`src/rtl/trap_csr_seq_pkg.sv`:
```
// trap_csr_seq_pkg
//   Shared definitions for the trap-entry sequencer: CSR addresses, mstatus
//   bit positions, FSM state encoding, latched trap context and the mstatus
//   update applied on machine-mode trap entry.
package trap_csr_seq_pkg;

  localparam int DATA_WIDTH     = 32;
  localparam int CSR_ADDR_WIDTH = 12;

  localparam logic [CSR_ADDR_WIDTH-1:0] CSR_MSTATUS = 12'h300;
  localparam logic [CSR_ADDR_WIDTH-1:0] CSR_MEPC    = 12'h341;
  localparam logic [CSR_ADDR_WIDTH-1:0] CSR_MCAUSE  = 12'h342;
  localparam logic [CSR_ADDR_WIDTH-1:0] CSR_MTVAL   = 12'h343;

  localparam int MSTATUS_MIE    = 3;
  localparam int MSTATUS_MPIE   = 7;
  localparam int MSTATUS_MPP_LO = 11;
  localparam int MSTATUS_MPP_HI = 12;

  typedef enum logic [2:0] {
    S_IDLE      = 3'd0,
    S_FLUSH     = 3'd1,
    S_W_MEPC    = 3'd2,
    S_W_MCAUSE  = 3'd3,
    S_W_MTVAL   = 3'd4,
    S_W_MSTATUS = 3'd5,
    S_DONE      = 3'd6
  } state_t;

  // Snapshot of everything the sequence needs, taken when the trap is accepted
  typedef struct packed {
    logic [DATA_WIDTH-1:0] pc;
    logic [DATA_WIDTH-1:0] cause;
    logic [DATA_WIDTH-1:0] tval;
    logic [DATA_WIDTH-1:0] mstatus;
    logic [DATA_WIDTH-1:0] mtvec;
  } trap_ctx_t;

  // Trap entry: MPIE <= MIE, MIE <= 0, MPP <= machine mode
  function automatic logic [DATA_WIDTH-1:0] mstatus_on_trap(input logic [DATA_WIDTH-1:0] m);
    logic [DATA_WIDTH-1:0] r;
    r = m;
    r[MSTATUS_MPIE] = m[MSTATUS_MIE];
    r[MSTATUS_MIE]  = 1'b0;
    r[MSTATUS_MPP_HI:MSTATUS_MPP_LO] = 2'b11;
    return r;
  endfunction

endpackage

```
`src/rtl/trap_csr_seq_trap_vector_calc.sv`:
```
// trap_vector_calc
//   Combinational trap target computation from mtvec and mcause.
//   Config macro: TRAP_VECTORED_EN -- when defined, vectored mode
//   (mtvec[1:0]==2'b01) sends interrupts to base + 4*cause; otherwise the
//   target is always the 4-byte-aligned mtvec base.
// Ports:
//   mtvec   in  32  latched mtvec
//   cause   in  32  latched mcause (bit31 = interrupt)
//   target  out 32  redirect PC
module trap_vector_calc
  import trap_csr_seq_pkg::*;
(
  input  logic [DATA_WIDTH-1:0] mtvec,
  input  logic [DATA_WIDTH-1:0] cause,
  output logic [DATA_WIDTH-1:0] target
);

  logic [DATA_WIDTH-1:0] base;
  assign base = {mtvec[DATA_WIDTH-1:2], 2'b00};

`ifdef TRAP_VECTORED_EN
  // cause[30] falls off the top of the shift (32-bit wrap)
  logic unused_ok;
  assign unused_ok = cause[30];

  always_comb begin
    target = base;
    if (mtvec[1:0] == 2'b01 && cause[DATA_WIDTH-1])
      target = base + {cause[DATA_WIDTH-3:0], 2'b00};
  end
`else
  logic unused_ok;
  assign unused_ok = ^{cause, mtvec[1:0]};

  assign target = base;
`endif

endmodule

```
`src/rtl/trap_csr_seq.sv`:
```
// trap_csr_seq
//   Trap-entry sequencer sharing the single CSR write port between the
//   writeback stage and machine-mode trap entry. An accepted trap flushes the
//   pipeline for one cycle, writes mepc/mcause/mtval/mstatus one per cycle
//   (yielding to writeback whenever it writes), then redirects fetch and acks.
//   Config macro: TRAP_VECTORED_EN (handled in trap_vector_calc).
// Ports:
//   clk_i, rst_i                 clock, synchronous active-high reset
//   wb_csr_we/waddr/wdata_i      writeback CSR write request
//   trap_req_i                   level trap request, held until trap_ack_o
//   trap_pc/cause/tval_i         trap context
//   mstatus_i, mtvec_i           current CSR values
//   csr_we/waddr/wdata_o         CSR file write port
//   flush_int_o                  one-cycle pipeline flush
//   stall_o, busy_o              sequence in progress
//   redirect_o, redirect_pc_o    one-cycle fetch redirect and target
//   trap_ack_o                   one-cycle completion pulse
module trap_csr_seq
  import trap_csr_seq_pkg::*;
(
  input  logic                      clk_i,
  input  logic                      rst_i,
  input  logic                      wb_csr_we_i,
  input  logic [CSR_ADDR_WIDTH-1:0] wb_csr_waddr_i,
  input  logic [DATA_WIDTH-1:0]     wb_csr_wdata_i,
  input  logic                      trap_req_i,
  input  logic [DATA_WIDTH-1:0]     trap_pc_i,
  input  logic [DATA_WIDTH-1:0]     trap_cause_i,
  input  logic [DATA_WIDTH-1:0]     trap_tval_i,
  input  logic [DATA_WIDTH-1:0]     mstatus_i,
  input  logic [DATA_WIDTH-1:0]     mtvec_i,
  output logic                      csr_we_o,
  output logic [CSR_ADDR_WIDTH-1:0] csr_waddr_o,
  output logic [DATA_WIDTH-1:0]     csr_wdata_o,
  output logic                      flush_int_o,
  output logic                      stall_o,
  output logic                      busy_o,
  output logic                      redirect_o,
  output logic [DATA_WIDTH-1:0]     redirect_pc_o,
  output logic                      trap_ack_o
);

  state_t                state, state_nxt;
  trap_ctx_t             ctx;
  logic [DATA_WIDTH-1:0] target;

  trap_vector_calc u_vec (
    .mtvec  (ctx.mtvec),
    .cause  (ctx.cause),
    .target (target)
  );

  always_ff @(posedge clk_i) begin
    if (rst_i) begin
      state <= S_IDLE;
      ctx   <= '0;
    end else begin
      state <= state_nxt;
      if (state == S_IDLE && trap_req_i)
        ctx <= '{pc: trap_pc_i, cause: trap_cause_i, tval: trap_tval_i,
                 mstatus: mstatus_i, mtvec: mtvec_i};
    end
  end

  // Write states only advance when the port was actually theirs this cycle
  always_comb begin
    state_nxt = state;
    case (state)
      S_IDLE:      if (trap_req_i) state_nxt = S_FLUSH;
      S_FLUSH:     state_nxt = S_W_MEPC;
      S_W_MEPC:    if (!wb_csr_we_i) state_nxt = S_W_MCAUSE;
      S_W_MCAUSE:  if (!wb_csr_we_i) state_nxt = S_W_MTVAL;
      S_W_MTVAL:   if (!wb_csr_we_i) state_nxt = S_W_MSTATUS;
      S_W_MSTATUS: if (!wb_csr_we_i) state_nxt = S_DONE;
      S_DONE:      state_nxt = S_IDLE;
      default:     state_nxt = S_IDLE;
    endcase
  end

  // Outputs decode from registered state; reset masks everything so a
  // sequence cut short by rst_i never emits a partial write or ack.
  always_comb begin
    csr_we_o      = 1'b0;
    csr_waddr_o   = '0;
    csr_wdata_o   = '0;
    flush_int_o   = 1'b0;
    busy_o        = 1'b0;
    stall_o       = 1'b0;
    redirect_o    = 1'b0;
    redirect_pc_o = '0;
    trap_ack_o    = 1'b0;
    if (!rst_i) begin
      busy_o  = (state != S_IDLE);
      stall_o = (state != S_IDLE);
      if (wb_csr_we_i) begin
        csr_we_o    = 1'b1;
        csr_waddr_o = wb_csr_waddr_i;
        csr_wdata_o = wb_csr_wdata_i;
      end else begin
        case (state)
          S_W_MEPC: begin
            csr_we_o    = 1'b1;
            csr_waddr_o = CSR_MEPC;
            csr_wdata_o = {ctx.pc[DATA_WIDTH-1:2], 2'b00};
          end
          S_W_MCAUSE: begin
            csr_we_o    = 1'b1;
            csr_waddr_o = CSR_MCAUSE;
            csr_wdata_o = ctx.cause;
          end
          S_W_MTVAL: begin
            csr_we_o    = 1'b1;
            csr_waddr_o = CSR_MTVAL;
            csr_wdata_o = ctx.tval;
          end
          S_W_MSTATUS: begin
            csr_we_o    = 1'b1;
            csr_waddr_o = CSR_MSTATUS;
            csr_wdata_o = mstatus_on_trap(ctx.mstatus);
          end
          default: ;
        endcase
      end
      case (state)
        S_FLUSH: flush_int_o = 1'b1;
        S_DONE: begin
          redirect_o    = 1'b1;
          trap_ack_o    = 1'b1;
          redirect_pc_o = target;
        end
        default: ;
      endcase
    end
  end

endmodule

```
`config.mk`:
```
export PLATFORM = sky130hd
export DESIGN_NAME = trap_csr_seq
export DESIGN_NICKNAME = d
export VERILOG_FILES = /design/src/rtl/trap_csr_seq_pkg.sv /design/src/rtl/trap_csr_seq_trap_vector_calc.sv /design/src/rtl/trap_csr_seq.sv
export SDC_FILE = /design/constraint.sdc
export NUM_CORES = 1
export LEC_CHECK = 0
export ABC_CLOCK_PERIOD_IN_PS = 1900
export CELL_PAD_IN_SITES_DETAIL_PLACEMENT = 2
export CELL_PAD_IN_SITES_GLOBAL_PLACEMENT = 2
export CORE_ASPECT_RATIO = 0.9
export CORE_UTILIZATION = 34
export CTS_CLUSTER_DIAMETER = 120
export CTS_CLUSTER_SIZE = 12
export DETAILED_ROUTE_END_ITERATION = 6
export DONT_BUFFER_PORTS = 1
export PLACE_DENSITY = 0.82
export SLEW_MARGIN = 20
export SYNTH_ARGS = -nofsm -noshare
export SYNTH_HDL_FRONTEND = slang
export SYNTH_SLANG_ARGS = --single-unit
```
`constraint.sdc`:
```
create_clock -name clk_i -period 1.9 [get_ports clk_i]
set_input_delay 0.285 -clock clk_i [delete_from_list [all_inputs] [get_ports clk_i]]
set_output_delay 0.285 -clock clk_i [all_outputs]
set_load 0.005 [all_outputs]
```
==> flow_summary.toml <==
[timing]
setup_viol = 39
post-route-period-util_pct = 111.2
fin_worst_skew_ns = 0.01515
whs_ns = -0.06482
final.setup.worst_slack_ns = -0.2137
slew_viol_final = 0
rsz0062_at_grt = "yes"
hold_viol_final = 56
period_needed_ns = 2.114
max_clock_freq_mhz = 473.1
setup_tns_ns = -2.533

[status]
violations = "negative hold slack, negative setup slack"
status = "finished, violations left"

[route]
detail-route-antenna-nets = 0
wl_um = 27330
drc = 0
num_vias = 6702
drt-initial-drc-count = 258
firstDrtPassIters = 4
wl_per_cell_um = 22.33
viasPerCell = 5.475

[worst_setup_path]
r2r_setup_slack_ns = -0.02
worst_setup_path_end_kind = "output port"
required_ns = 1.62
path_max_fanout = 6
criticalPathCategory = "reg2out"
ff2ff_path_depth = 7
r2r-start = "state[0]$_SDFFE_PP0P_"
cp_data_arrival_time_ns = 1.83
r2r_end = "ctx[116]$_SDFFE_PP0P_"
start_kind = "flop"

[floorplan]
dieHeight_um = 138.1
initial_core_util_pct = 34.88
ios = 290
die_area_um2 = 21150
num_rows = 49
die_x_um = 153.2
core_um2 = 20050

[finish]
final_cell_mix = "nand2_1 (320), a21oi_1 (156), dfxtp_1 (153)"
final_cells = 1224
utilization_pct = 45.90
drive_gt1_share_pct = 15.51
layout_commonest_cell = "nand2_1"
final_nets = 1162
syn2layout_area_growth_pct = 31.58

[placement]
gp_congestion = 0.7352
numPlacedInstances = 1114
dp_hpwl_um = 16140
io_buffers = 0

[power]
cell_internal_pwr_mw = 6.246
power_frac_seq_pct = 42.2
switching_share_pct = 28.58
net-switching-power_mw = 2.499
clock_power_share_pct = 40.0
power.leakage_nw = 3.356
power-per-cell-area_nw_per_um2 = 950.4
ir_worst_vdd_v = 0.0004734
power_mw = 8.745
comb_power_share_pct = 17.8

[yosys]
ys_seq_area_share_pct = 44.66
synth_area_per_cell_um2 = 7.693
netlist_instances = 909
synth_cell_types = 32
ys.flop_type = "dfxtp_1"
synth_edf_count = 0
async_flop_share_pct = 0
synth-seq-cells = 156
yosys_warnings = 0
synth_area_um2 = 6993

[global_routing]
grt_pass1_wl_um = 37940
grt_max_degree = 165
grt_pass1_vias = 6742
grtUsageTotal_pct = 23.10
antenna_found_initial = 2
grt_overflow = 0

[clocking]
cts_tree = "yes"
cts_buffer_depth = 2
root_buffer = "clkbuf_16"
cts_num_sinks = 156
cts_buffers = 17
htreeDepth = 4
clk_latency_ns = 0.43
clk_pin_slew_worst_paths_ns = 0.06

[worst_hold_path]
min_path_type = "in2reg"
hold_end = "ctx[30]$_SDFFE_PP0P_"
hp-start = "rst_i"
hold_depth = 1

[flow_run]
maxCapViolations = 0
-- metal layers --
layer / vias to the layer above / track usage, % / wire length, µm
met3: 44 / 6.646 / 1455
met5: - / 0 / 0
met1: 3293 / 27.01 / 11060
met4: 0 / 7.815 / 714
li1: 3149 / - / -
met2: 216 / 40.30 / 14110
-- worst max-delay path, cell delays in order, from the launching register on --
cell,delay [ns]
dfxtp_4,0.42
buf_12,0.16
clkbuf_16,0.17
mux2i_1,0.28
o22ai_1,0.14
a22o_1,0.24
-- layout make-up --
cell class	count	area, µm²
diodes	2	5.005
clock inverters	11	133.9
well taps	255	319.1
clock buffers	21	460.4
repair buffers	111	1325
flip-flops and latches	156	3134
inverters	5	22.52
fillers	2234	10850
multi-input cells	663	3801
-- sequential cells by signal, summed over array words and instances, names as in the netlist --
signal / cells
ctx: 153
state: 3
-- cells by family (layout without fill, tap and decap cells) --
kind of cell | Yosys count | in the layout | synth area share [%]
compound gates | 240 | 240 | 20.40
buf+inv | 91 | 148 | 6.674
flops | 156 | 156 | 44.66
mux | 39 | 39 | 5.636
other cells | 1 | 4 | 0.05363
simple gates | 382 | 382 | 22.58
-- per-stage QoR --
| step | area (µm²) | worst slack (ns) | hold slack [ns] |
|---|---|---|---|
| 2_1_floorplan | 6997 | 0.2494 | 0.4210 |
| 3_3_place_gp | 7269 | 0.2264 | 0.3700 |
| 3_5_place_dp | 7269 | 0.1306 | 0.3717 |
| 4_1_cts | 8309 | -0.09534 | -0.08730 |
| 5_1_grt | 9201 | -0.2719 | -0.08855 |
| 6_report | 9201 | -0.2137 | -0.06482 |
-- power groups by stage --
| stage | Sequential (mW) | Clock (mW) | Combinational [mW] |
|---|---|---|---|
| after global routing | 3.72 | 3.72 | 1.70 |
| after CTS | 3.68 | 3.56 | 1.30 |
| after detailed placement | 3.74 | 0 | 1.15 |
| after floorplan | 3.69 | 0 | 0.904 |
| final | 3.69 | 3.50 | 1.55 |
| after global placement | 3.72 | 0 | 1.10 |
-- what timing repair did --
action | 4_1_cts | 5_1_grt
setup endpoints to repair | 68 | 96
gates cloned | 3 | 6
endpoints found under the hold margin | 156 | 130
gates resized for setup | 64 | 36
setup buffers | 12 | 7
pin swaps | 9 | 25
-- how the worst max path moves through the flow --
stage | startpoint | to | slack [ns] | cells past startpoint
2_1_floorplan | state[1]$_SDFFE_PP0P_ | csr_wdata_o[27] | 0.25 | 6
3_3_place_gp | state[0]$_SDFFE_PP0P_ | ctx[98]$_SDFFE_PP0P_ | 0.23 | 5
3_5_place_dp | state[2]$_SDFFE_PP0P_ | csr_wdata_o[29] | 0.13 | 5
4_1_cts | state[0]$_SDFFE_PP0P_ | csr_wdata_o[28] | -0.1 | 4
5_1_grt | state[0]$_SDFFE_PP0P_ | csr_wdata_o[18] | -0.27 | 5
6_report | state[0]$_SDFFE_PP0P_ | csr_wdata_o[18] | -0.21 | 5
-- cells in the mapped netlist (4+ instances only) --
| master | number | area [µm²] |
|---|---|---|
| inv_1 | 5 | 18.77 |
| buf_2 | 22 | 110.1 |
| dfxtp_1 | 156 | 3123 |
| nor3_1 | 4 | 20.02 |
| buf_4 | 12 | 90.09 |
| o21ai_0 | 5 | 25.02 |
| nor2b_1 | 6 | 37.54 |
| nand2_1 | 320 | 1201 |
| and2_1 | 38 | 237.7 |
| a221oi_1 | 20 | 175.2 |
| o31ai_1 | 11 | 82.58 |
| o22ai_1 | 20 | 125.1 |
| a22o_1 | 19 | 166.4 |
| nor2_1 | 6 | 22.52 |
| buf_6 | 7 | 78.83 |
| mux2i_1 | 36 | 360.4 |
| a21oi_1 | 158 | 790.8 |
| clkbuf_1 | 45 | 168.9 |
Power figures use the tool's default switching activity.
